--- src/rtl/transition_pattern_tx.sv ---
// transition_pattern_tx: serial line driver for the 2-bit change-detect link.
//
// A parallel word of change flags (Din, bit 0 first) is sent as a 1-bit
// stream X that toggles for each 1-flag and holds for each 0-flag. Each frame
// starts with one seed bit at level SEED. A downstream detector that compares
// adjacent line bits therefore recovers the flags one per cycle.
//
// Optional build macro: TX_PARITY_EN
//   When defined, one extra bit is appended after data bit WIDTH-1. Its
//   change flag is the XOR of all captured flags, so every frame contains an
//   even number of toggles. Valid then lasts WIDTH+2 cycles instead of WIDTH+1.
//
// Load/Ready handshake:
//   A frame is accepted on a rising Clk edge where Load=1 and Ready=1. Ready is
//   combinational and is high exactly while the FSM is IDLE, including the
//   Done cycle, so frames can run back to back. Din is sampled only at the
//   accepting edge. Load while Ready=0 is dropped and is not remembered.
//
// dbg_state exposes the FSM encoding: 0=IDLE, 1=SEED, 2=SHIFT.

module transition_pattern_tx #(
  parameter int   WIDTH = 8,
  parameter logic SEED  = 1'b0
) (
  input  logic             Clk,
  input  logic             Clr,
  input  logic             Load,
  input  logic [WIDTH-1:0] Din,
  output logic             Ready,
  output logic             X,
  output logic             Valid,
  output logic             Done,
  output logic [1:0]       dbg_state
);

  // Number of flag bits shifted out after the seed bit.
`ifdef TX_PARITY_EN
  localparam int NBITS = WIDTH + 1;
`else
  localparam int NBITS = WIDTH;
`endif

  // The counter reaches NBITS at most (WIDTH+1 with parity), so it never wraps.
  localparam int CW = $clog2(WIDTH + 2);
  localparam logic [CW-1:0] LAST = CW'(NBITS);

  typedef enum logic [1:0] {
    S_IDLE  = 2'd0,
    S_SEED  = 2'd1,
    S_SHIFT = 2'd2
  } state_t;

  state_t           state;
  logic [NBITS-1:0] sh;
  logic [CW-1:0]    cnt;

  // Ready is a pure decode of the state register.
  assign Ready     = (state == S_IDLE);
  assign dbg_state = state;

  // Frame sequencer: captures flags, drives the seed, then one flag per edge.
  always_ff @(posedge Clk) begin
    if (Clr) begin
      state <= S_IDLE;
      X     <= SEED;
      Valid <= 1'b0;
      Done  <= 1'b0;
      cnt   <= '0;
      sh    <= '0;
    end else begin
      // Done is a single-cycle pulse; only the frame-end edge raises it.
      Done <= 1'b0;
      case (state)
        S_IDLE: begin
          // X keeps its last level while idle.
          if (Load) begin
`ifdef TX_PARITY_EN
            sh <= {^Din, Din};
`else
            sh <= Din;
`endif
            X     <= SEED;
            Valid <= 1'b1;
            cnt   <= '0;
            state <= S_SEED;
          end
        end
        S_SEED: begin
          // Seed bit is on the line this cycle; the edge drives data bit 0.
          X     <= X ^ sh[0];
          sh    <= sh >> 1;
          cnt   <= CW'(1);
          state <= S_SHIFT;
        end
        S_SHIFT: begin
          // cnt equals the number of flag bits already placed on the line.
          if (cnt == LAST) begin
            Valid <= 1'b0;
            Done  <= 1'b1;
            state <= S_IDLE;
          end else begin
            X   <= X ^ sh[0];
            sh  <= sh >> 1;
            cnt <= cnt + CW'(1);
          end
        end
        default: begin
          state <= S_IDLE;
          Valid <= 1'b0;
        end
      endcase
    end
  end

endmodule

--- config.mk ---
export PLATFORM = sky130hd
export DESIGN_NAME = transition_pattern_tx
export DESIGN_NICKNAME = d
export VERILOG_FILES = /design/src/rtl/transition_pattern_tx.sv
export SDC_FILE = /design/constraint.sdc
export NUM_CORES = 1
export LEC_CHECK = 0
export ABC_AREA = 1
export BUFFER_PORTS_ARGS = -buffer_cell sky130_fd_sc_hd__buf_2
export CELL_PAD_IN_SITES_DETAIL_PLACEMENT = 0
export CELL_PAD_IN_SITES_GLOBAL_PLACEMENT = 1
export CORE_MARGIN = 2
export CORE_UTILIZATION = 35
export DETAILED_ROUTE_END_ITERATION = 6
export PLACE_DENSITY_LB_ADDON = 0.3
export SLEW_MARGIN = 0
export SYNTH_ARGS = -nofsm -noshare
export SYNTH_HDL_FRONTEND = slang
export SYNTH_SLANG_ARGS = --single-unit
--- constraint.sdc ---
create_clock -name Clk -period 1.2 [get_ports Clk]
set_input_delay 0.06 -clock Clk [delete_from_list [all_inputs] [get_ports Clk]]
set_output_delay 0.06 -clock Clk [all_outputs]
set_load 0.05 [all_outputs]
==> flow_metrics.env, run 1 <==
export IMPL_share_comb_of_total_power=0.701
export IMPL_synth_compound_area_frac=0.129
export IMPL_rrSetupSlack_ns=-0.11
export IMPL_root_buffer="clkbuf_4"
export IMPL_dieHeight_um=56.9
export IMPL_initial_core_util=0.362
export IMPL_num_io_pins=17
export IMPL_gr_total_overflow=0
export IMPL_synthesis_nets=151
export IMPL_synth_seq_cells=17
export IMPL_die_x_um=56.9
export IMPL_antenna_found_initial=0
export IMPL_synth_adder_area_share=0.0765
export IMPL_synthesis_area_sq_um=981
export IMPL_min_delay_path_depth=5
export IMPL_setup_viol=15
export IMPL_dp_slack_ns=-0.155
export IMPL_tightest_slew_ns=0.355
export IMPL_drive_gt1_frac=0.480
export IMPL_swShare=0.484
export IMPL_relSlewSlack=0.763
export IMPL_final_cell_mix="nand2_1, nor2_1, dfxtp_1, buf_2, buf_4"
export IMPL_violations="negative setup slack"
export IMPL_syn_avg_cell_area_sq_um=7.32
export IMPL_final_common_cell="nand2_1"
export IMPL_setup_tns_ns=-1.31
export IMPL_grt_use_met3=0.0454
export IMPL_synth_top_area_frac=0.347
export IMPL_slew_viol_final=0
export IMPL_wl_per_cell_um=11.7
export IMPL_seqPwrFrac=0.222
export IMPL_cp_start_kind="flip-flop"
export IMPL_max_stage_delay_ns=0.39
export IMPL_core_area_sq_um=2710
export IMPL_crit_type="flip-flop to output port"
export IMPL_fin_nets=191
export IMPL_std_cell_rows=19
export IMPL_n_antenna_cell=0
export IMPL_max_freq_ghz=0.760
export IMPL_vias=988
export IMPL_synth_area_leader_cell="dfxtp_1"
export IMPL_cts_path_max_buffers=2
export IMPL_ys_seq_area_frac=0.347
export IMPL_cts_tree="done"
export IMPL_yosysWarningCount=0
export IMPL_worst_ep_arrival_time_ns=1.26
export IMPL_grt_busiest_layer="met2"
export IMPL_cp_end_kind="output port"
export IMPL_portBuffers=16
export IMPL_cts_buffers=3
export IMPL_holdPathEnd="sh[1]"
export IMPL_wirelength_mm=2.39
export IMPL_grt_usage=0.153
export IMPL_grt_pass1_wl_mm=3.91
export IMPL_fin_ws_ns=-0.115
export IMPL_clk_latency_ns=0.30
export IMPL_hold_class="input port to flip-flop"
export IMPL_route_detailed_drc=0
export IMPL_synth_top_family_by_area="simple AND/OR/NAND/NOR gates"
export IMPL_grt_max_degree=11
export IMPL_critical_path_required_ns=1.14
export IMPL_synth_area_mux_share=0
export IMPL_vias_per_cell=4.84
export IMPL_min_delay_start="Din[1]"
export IMPL_area_growth_pct=42.9
export IMPL_use_met2=0.261
export IMPL_drt_pass1_iter_count=4
export IMPL_use_met1=0.175
export IMPL_place_gp_congestion=0.811
export IMPL_p_leak_nw=0.662
export IMPL_reg2regPathDepth=9
export IMPL_cell_internal_pwr_w=0.00217
export IMPL_synth_xor_area_frac=0
export IMPL_netlist_instances=134
export IMPL_cts_sinks=17
export IMPL_holdWs_ns=0.0833
export IMPL_drt_iter0_drc=20
export IMPL_synthTopCellsByArea="dfxtp_1, nand2_1, ha_1"
export IMPL_grt_pass1_vias=962
export IMPL_finalCritPeriodShare=1.10
export IMPL_htree_num_levels=1
export IMPL_final_util=0.517
export IMPL_ant_nets=0
export IMPL_die_area_sq_um=3240
export IMPL_path_max_fanout=4
export IMPL_clkPwrFrac=0.078
export IMPL_yosysUniqueCellTypes=19
export IMPL_r2r_end="sh[7]"
export IMPL_vdd_drop_max_mv=2.50
export IMPL_fin_crit_ns=1.32
export IMPL_regToRegStartpoint="dbg_state[1]"
export IMPL_clkTransAtPathRegs_ns=0.10
export IMPL_rsz0062_at_grt="true"
export IMPL_status="finished with violations"
export IMPL_crit_chain="inv_4 -> ha_4 -> buf_4 -> buf_6 -> buf_8"
export IMPL_clock_skew_ns=0.00360
export IMPL_yosys_area_share_simple=0.352
export IMPL_drv_cap=0
export IMPL_pwr_density_cell_nw_per_um2=3000
export IMPL_power_switching_w=0.00204
export IMPL_dp_hpwl_mm=1.62
export IMPL_crit_slowest_cell="dfxtp_4"
export IMPL_hold_viol_final=0
[routing by layer]
| metal | wire [um] | vias up |
|---|---|---|
| li1 | - | 504 |
| met2 | 1240 | 24 |
| met3 | 94 | 8 |
| met4 | 57 | 0 |
| met5 | 0 | - |
| met1 | 1000 | 452 |
[state kept, by name, indices dropped and copies added (netlist names)]
| register | count |
|---|---|
| sh | 8 |
| X | 1 |
| dbg_state | 2 |
| Valid | 1 |
| cnt | 4 |
| Done | 1 |
[cells in the mapped netlist]
cell type	instances
nand2_1	32
nor2_1	19
dfxtp_1	17
inv_1	13
nor2_2	9
o21ai_2	7
ha_1	6
nand3_1	6
a21oi_1	5
o21ai_0	5
inv_2	4
buf_2	2
nand4_1	2
nor2_4	2
a21oi_2	1
buf_12	1
nand2_4	1
nand4_4	1
o22ai_1	1
[power by group through the flow]
stage / Clock (W) / Combinational [W] / Sequential, W
after CTS: 0.000328 / 0.00272 / 0.000932
after detailed placement: 0 / 0.00231 / 0.000951
final: 0.000327 / 0.00295 / 0.000934
after global routing: 0.000356 / 0.00322 / 0.000960
after floorplan: 0 / 0.00158 / 0.00113
after global placement: 0 / 0.00227 / 0.000941
[repair_timing]
| action | in CTS | in global routing |
|---|---|---|
| buffers inserted | 5 | 2 |
| endpoints found under the setup margin | 17 | 17 |
| pin swaps | 4 | 5 |
| hold endpoints to repair | 1 | 0 |
| cloned | 1 | 0 |
| hold buffers | 1 | 0 |
| gates resized for setup | 19 | 13 |
[worst max path at each step]
stage	start	to	slack, ns	cells past startpoint
final	dbg_state[1]	Ready	-0.12	5
after global routing	dbg_state[0]	cnt[3]	-0.18	8
after CTS	dbg_state[1]	sh[7]	-0.15	9
after detailed placement	dbg_state[1]	sh[7]	-0.15	9
after global placement	dbg_state[1]	sh[4]	-0.14	9
after floorplan	dbg_state[0]	sh[3]	-0.25	9
[logic make-up after synthesis]
logic type | count (synthesis)
and+or+nand+nor | 72
buffers and inverters | 20
AOI/OAI and AO/OA | 19
DFF | 17
adders and majority gates | 6
[final cells by class]
type / instances / area, sq um
flip-flops and latches: 17 / 348
clock buffers: 4 / 26.3
fillers: 271 / 1310
well taps: 31 / 38.8
repair buffers: 37 / 269
multi-input cells: 98 / 648
inverters: 17 / 71.3
[through the flow]
stage          power [W]  area, sq um  instances
6_report         0.00421         1400        204
5_1_grt          0.00454         1400        204
4_1_cts          0.00398         1340        203
2_1_floorplan    0.00271         1010        134
3_3_place_gp     0.00321         1200        192
3_5_place_dp     0.00327         1200        192
[worst max-delay path, delay by kind of cell (launching register included)]
kind       cells  cell delay, ns
flops          1            0.39
fa+ha+maj      1            0.15
buf+inv        4            0.42
Power figures use the tool's default switching activity.
==> run 2: changes to the inputs <==
--- a/config.mk
+++ b/config.mk
@@ -10,8 +10,9 @@
 export CELL_PAD_IN_SITES_DETAIL_PLACEMENT = 0
 export CELL_PAD_IN_SITES_GLOBAL_PLACEMENT = 1
 export CORE_MARGIN = 2
-export CORE_UTILIZATION = 35
+export CORE_UTILIZATION = 39
 export DETAILED_ROUTE_END_ITERATION = 6
+export GPL_ROUTABILITY_DRIVEN = 1
 export PLACE_DENSITY_LB_ADDON = 0.3
 export SLEW_MARGIN = 0
 export SYNTH_ARGS = -nofsm -noshare
==> constraint.sdc (replaced) <==
create_clock -name Clk -period 1.4 [get_ports Clk]
set_input_delay 0.07 -clock Clk [delete_from_list [all_inputs] [get_ports Clk]]
set_output_delay 0.07 -clock Clk [all_outputs]
set_load 0.05 [all_outputs]
==> flow_metrics.env, run 2 (synthesis gave the netlist of run 1 again) <==
export IMPL_status="finished with violations"
export IMPL_violations="negative setup slack"
export IMPL_cts_buffers=3
export IMPL_route_detailed_drc=0
export IMPL_cts_sinks=17
export IMPL_fin_ws_ns=-0.0237
export IMPL_finalCritPeriodShare=1.02
export IMPL_relSlewSlack=0.684
export IMPL_vias=958
export IMPL_fin_nets=187
export IMPL_antenna_found_initial=0
export IMPL_rsz0062_at_grt="true"
export IMPL_max_stage_delay_ns=0.39
export IMPL_worst_ep_arrival_time_ns=1.62
export IMPL_place_gp_congestion=0.782
export IMPL_gr_total_overflow=0
export IMPL_grt_pass1_wl_mm=3.66
export IMPL_die_x_um=54.2
export IMPL_power_switching_w=0.00163
export IMPL_fin_crit_ns=1.42
export IMPL_die_area_sq_um=2930
export IMPL_design_area_sq_um=1330
export IMPL_ant_nets=0
export IMPL_grt_max_degree=15
export IMPL_final_cell_mix="nand2_1, nor2_1, buf_2, dfxtp_1, buf_4"
export IMPL_hold_class="input port to flip-flop"
export IMPL_clkPwrFrac=0.082
export IMPL_portBuffers=16
export IMPL_rrSetupSlack_ns=-0.02
export IMPL_setup_viol=8
export IMPL_clk_latency_ns=0.29
export IMPL_cp_end_kind="flip-flop"
export IMPL_core_area_sq_um=2430
export IMPL_top_register="sh"
export IMPL_num_io_pins=17
export IMPL_grt_pass1_vias=862
export IMPL_grt_usage=0.172
export IMPL_vdd_drop_max_mv=1.21
export IMPL_drv_cap=0
export IMPL_cp_start_kind="flip-flop"
export IMPL_placement_cell_area_sq_um=1140
export IMPL_root_buffer="clkbuf_4"
export IMPL_n_antenna_cell=0
export IMPL_share_comb_of_total_power=0.678
export IMPL_initial_core_util=0.403
export IMPL_swShare=0.491
export IMPL_drt_pass1_iter_count=4
export IMPL_wl_per_cell_um=11.6
export IMPL_p_leak_nw=0.630
export IMPL_wirelength_mm=2.32
export IMPL_hold_viol_final=0
export IMPL_cts_tree="done"
export IMPL_drt_iter0_drc=18
export IMPL_max_freq_ghz=0.702
export IMPL_drive_gt1_frac=0.432
export IMPL_clkTransAtPathRegs_ns=0.11
export IMPL_dp_hpwl_mm=1.43
export IMPL_htree_num_levels=1
export IMPL_crit_path_frequent_cell="nor2_4"
export IMPL_critical_path_required_ns=1.60
export IMPL_n_fill_cell=242
export IMPL_crit_chain="inv_4 -> ha_4 -> inv_2 -> nor2_4 -> nor2_4 -> nand2_4 -> buf_4 -> o21ai_2 -> nor2_2"
export IMPL_pwr_density_cell_nw_per_um2=2500
export IMPL_crit_type="flip-flop to flip-flop"
export IMPL_clock_skew_ns=0.00461
export IMPL_area_growth_pct=35.7
export IMPL_dieHeight_um=54.2
export IMPL_holdWs_ns=0.0954
export IMPL_path_max_fanout=6
export IMPL_std_cell_rows=18
export IMPL_vias_per_cell=4.81
export IMPL_crit_slowest_cell="dfxtp_4"
export IMPL_slew_viol_final=0
export IMPL_seqPwrFrac=0.240
export IMPL_largest_register_ffs=8
export IMPL_tightest_slew_ns=0.473
export IMPL_cts_path_max_buffers=2
export IMPL_cell_internal_pwr_w=0.00170
export IMPL_final_common_cell="nand2_1"
export IMPL_final_util=0.547
## run 2: per-layer routing
layer / global-route usage / share of wire / up-vias
li1: - / - / 496
met1: 0.203 / 0.43 / 435
met2: 0.295 / 0.52 / 27
met3: 0.0500 / 0.048 / 0
met4: 0.0542 / 0 / 0
met5: 0 / 0 / -
## run 2: layout make-up
class / instances / area, sq um / share of cell area
multi-input combinational: 98 / 606 / 0.455
tap: 30 / 37.5 / 0.0282
sequential: 17 / 348 / 0.261
inverter: 17 / 71.3 / 0.0536
clock buffer: 4 / 26.3 / 0.0197
timing repair buffer: 33 / 243 / 0.182
## run 2: final timing paths
path         endpoint  depth (start not counted)          from
max             sh[3]                          9  dbg_state[1]
min             sh[2]                          5        Din[2]
max reg2reg     sh[3]                          9  dbg_state[1]
min reg2reg     Valid                          2         Valid
## run 2: metrics by stage
| step | cells | power (W) | setup TNS, ns | setup slack, ns |
|---|---|---|---|---|
| global route | 199 | 0.00362 | -0.636 | -0.0812 |
| detailed placement | 183 | 0.00260 | -0.0467 | -0.0153 |
| finish | 199 | 0.00333 | -0.123 | -0.0237 |
| global placement | 183 | 0.00259 | 0 | 0.00862 |
| CTS | 191 | 0.00296 | 0 | 0.00193 |
| floorplan | 134 | 0.00227 | -0.412 | -0.0489 |
## run 2: power groups by stage
stage | clock (W) | combinational [W] | sequential [W]
3_3_place_gp | 0 | 0.00178 | 0.000808
5_1_grt | 0.000298 | 0.00250 | 0.000820
4_1_cts | 0.000283 | 0.00187 | 0.000803
2_1_floorplan | 0 | 0.00131 | 0.000968
3_5_place_dp | 0 | 0.00178 | 0.000813
6_report | 0.000274 | 0.00226 | 0.000800
## run 2: timing repair
item                       4_1_cts  5_1_grt
setup endpoints to repair        4       14
pin swaps                        1        9
hold endpoints to repair         1        0
resized for setup                0       16
hold buffers                     1        0
setup buffers                    2        8
gates cloned                     1        0
## run 2: critical path: cells and delay by family, from the launching register on
kind                       cells  cell delay, ns
DFF                            1            0.39
AOI/OAI and AO/OA              1            0.11
and+or+nand+nor                4            0.38
adders and majority gates      1            0.16
buffers and inverters          3            0.28
==> run 3: changes to the inputs <==
--- a/config.mk
+++ b/config.mk
@@ -5,15 +5,16 @@
 export SDC_FILE = /design/constraint.sdc
 export NUM_CORES = 1
 export LEC_CHECK = 0
-export ABC_AREA = 1
+export ABC_AREA = 0
 export BUFFER_PORTS_ARGS = -buffer_cell sky130_fd_sc_hd__buf_2
 export CELL_PAD_IN_SITES_DETAIL_PLACEMENT = 0
 export CELL_PAD_IN_SITES_GLOBAL_PLACEMENT = 1
 export CORE_MARGIN = 2
-export CORE_UTILIZATION = 39
+export CORE_UTILIZATION = 40
 export DETAILED_ROUTE_END_ITERATION = 6
 export GPL_ROUTABILITY_DRIVEN = 1
 export PLACE_DENSITY_LB_ADDON = 0.3
+export SKIP_CTS_REPAIR_TIMING = 1
 export SLEW_MARGIN = 0
 export SYNTH_ARGS = -nofsm -noshare
 export SYNTH_HDL_FRONTEND = slang
==> flow_metrics.env, run 3 <==
export IMPL_drt_iter0_drc=22
export IMPL_cp_start_kind="flip-flop"
export IMPL_final_util=0.618
export IMPL_area_growth_pct=43.7
export IMPL_synth_commonest_cells="dfxtp_1, inv_1, mux2i_1, a211oi_1, a31oi_1"
export IMPL_wl_per_cell_um=15.4
export IMPL_synth_edf_count=0
export IMPL_num_io_pins=17
export IMPL_synth_seq_cells=17
export IMPL_max_freq_ghz=0.667
export IMPL_htree_num_levels=1
export IMPL_synthesis_nets=120
export IMPL_rsz0062_at_grt="true"
export IMPL_regArea_sq_um=349
export IMPL_relSlewSlack=0.779
export IMPL_synth_top_area_frac=0.351
export IMPL_drive_gt1_frac=0.522
export IMPL_cp_end_kind="flip-flop"
export IMPL_cts_tree="done"
export IMPL_regToRegStartpoint="cnt[0]"
export IMPL_place_gp_congestion=0.768
export IMPL_worst_ep_arrival_time_ns=1.68
export IMPL_die_x_um=53.2
export IMPL_yosysWarningCount=0
export IMPL_design_area_sq_um=1390
export IMPL_dp_slack_ns=-0.118
export IMPL_hold_class="input port to flip-flop"
export IMPL_async_flop_share=0
export IMPL_critical_path_required_ns=1.59
export IMPL_finalCritPeriodShare=1.07
export IMPL_antenna_found_initial=0
export IMPL_status="finished with violations"
export IMPL_min_delay_path_depth=3
export IMPL_synth_area_leader_cell="dfxtp_1"
export IMPL_drt_pass1_iter_count=4
export IMPL_min_delay_start="Din[6]"
export IMPL_core_area_sq_um=2250
export IMPL_die_area_sq_um=2830
export IMPL_vdd_drop_max_mv=0.701
export IMPL_multi_input_area_sq_um=679
export IMPL_fin_crit_ns=1.50
export IMPL_clock_skew_ns=0.00197
export IMPL_synth_most_common_cell="dfxtp_1"
export IMPL_largest_register_ffs=8
export IMPL_root_buffer="clkbuf_4"
export IMPL_gr_total_overflow=0
export IMPL_initial_core_util=0.430
export IMPL_dp_hpwl_mm=1.63
export IMPL_grt_pass1_vias=885
export IMPL_clkTransAtPathRegs_ns=0.10
export IMPL_n_fill_cell=206
export IMPL_final_cell_mix="buf_4, buf_2, dfxtp_1, mux2i_1, a211oi_1"
export IMPL_top_register="sh"
export IMPL_synthesis_area_sq_um=970
export IMPL_hold_viol_final=0
export IMPL_yosysUniqueCellTypes=34
export IMPL_clk_latency_ns=0.29
export IMPL_portBuffers=16
export IMPL_ys_seq_area_frac=0.351
export IMPL_syn_avg_cell_area_sq_um=9.41
export IMPL_r2r_end="X"
export IMPL_path_max_fanout=5
export IMPL_p_leak_nw=0.573
export IMPL_setup_viol=12
export IMPL_vias=972
export IMPL_netlist_instances=103
export IMPL_cts_sinks=17
export IMPL_dieHeight_um=53.2
export IMPL_route_detailed_drc=0
export IMPL_std_cell_rows=17
export IMPL_fin_ws_ns=-0.0985
export IMPL_holdWs_ns=0.101
export IMPL_violations="negative setup slack"
export IMPL_pwr_density_cell_nw_per_um2=1020
export IMPL_holdPathEnd="sh[6]"
export IMPL_fin_nets=156
export IMPL_drv_cap=0
export IMPL_final_common_cell="buf_4"
export IMPL_slew_viol_final=0
export IMPL_tightest_slew_ns=0.331
export IMPL_grt_max_degree=16
export IMPL_grt_usage=0.181
export IMPL_grt_pass1_wl_mm=3.75
export IMPL_wirelength_mm=2.55
export IMPL_crit_type="flip-flop to flip-flop"
export IMPL_synthFlopType="dfxtp_1"
export IMPL_n_antenna_cell=0
export IMPL_cts_buffers=3
export IMPL_reg2regPathDepth=7
export IMPL_vias_per_cell=5.86
export IMPL_ant_nets=0
export IMPL_synthTopCellsByArea="dfxtp_1, mux2i_1, ha_1"
export IMPL_cts_path_max_buffers=2
export IMPL_placement_cell_area_sq_um=1200
export IMPL_rrSetupSlack_ns=-0.1
-- run 3: changes by cell type in the layout (fill, tap and decap cells not counted), moves of 4 or more --
cell	before	now
nand3_1	5	1
nor2_2	9	0
nand2_1	31	3
buf_4	12	19
mux2i_1	0	8
inv_1	10	4
nor2_1	19	1
o21ai_2	7	0
a211oi_1	0	7
-- run 3: worst max-delay path: stages (launching register included) --
cell and delay [ns]:
dfxtp_2 0.34, inv_2 0.07, ha_4 0.13, buf_4 0.10, nand4b_1 0.23, buf_6 0.23
nand4_1 0.18, o32ai_2 0.11
-- run 3: logic make-up after synthesis --
| logic type | Yosys count | synth area share |
|---|---|---|
| simple gates | 25 | 0.174 |
| mux | 8 | 0.0826 |
| compound gates | 31 | 0.237 |
| buf+inv | 16 | 0.0774 |
| flops | 17 | 0.351 |
| fa+ha+maj | 6 | 0.0774 |
-- run 3: worst max path at each step --
| stage | endpoint | start | slack, ns | cells past startpoint |
|---|---|---|---|---|
| finish | X | cnt[0] | -0.1 | 7 |
| global route | cnt[1] | dbg_state[1] | -0.16 | 5 |
| CTS | cnt[3] | dbg_state[1] | -0.13 | 5 |
| detailed placement | cnt[3] | dbg_state[1] | -0.12 | 5 |
| global placement | X | cnt[0] | -0.12 | 5 |
| floorplan | cnt[1] | dbg_state[1] | -0.27 | 6 |
-- run 3: report_power, final --
| part | internal, W | leakage (nW) | switching [W] |
|---|---|---|---|
| combinational | 0.000281 | 0.414 | 0.000292 |
| sequential | 0.000535 | 0.141 | 0.0000396 |
| clock | 0.000106 | 0.0177 | 0.000164 |
| total | 0.000922 | 0.573 | 0.000496 |
-- run 3: stage by stage --
| stage | std cells | power (W) | setup TNS (ns) |
|---|---|---|---|
| 5_1_grt | 166 | 0.00149 | -1.23 |
| 2_1_floorplan | 103 | 0.000903 | -2.53 |
| 3_3_place_gp | 154 | 0.00104 | -0.574 |
| 4_1_cts | 158 | 0.00132 | -0.981 |
| 3_5_place_dp | 154 | 0.00105 | -0.687 |
| 6_report | 166 | 0.00142 | -0.570 |
-- run 3: layout make-up --
| cell class | count | share of cell area |
|---|---|---|
| Sequential cell | 17 | 0.250 |
| Clock inverter | 1 | 0.00359 |
| Multi-Input combinational cell | 70 | 0.487 |
| Clock buffer | 3 | 0.0162 |
| Tap cell | 28 | 0.0251 |
| Inverter | 8 | 0.0251 |
| Timing Repair Buffer | 39 | 0.192 |
-- run 3: per-layer routing --
layer	vias to the layer above	global-route usage	wire length, um
li1	464	-	-
met1	468	0.246	1170
met2	35	0.280	1190
met3	5	0.0254	151
met4	0	0.0812	38
met5	-	0	0
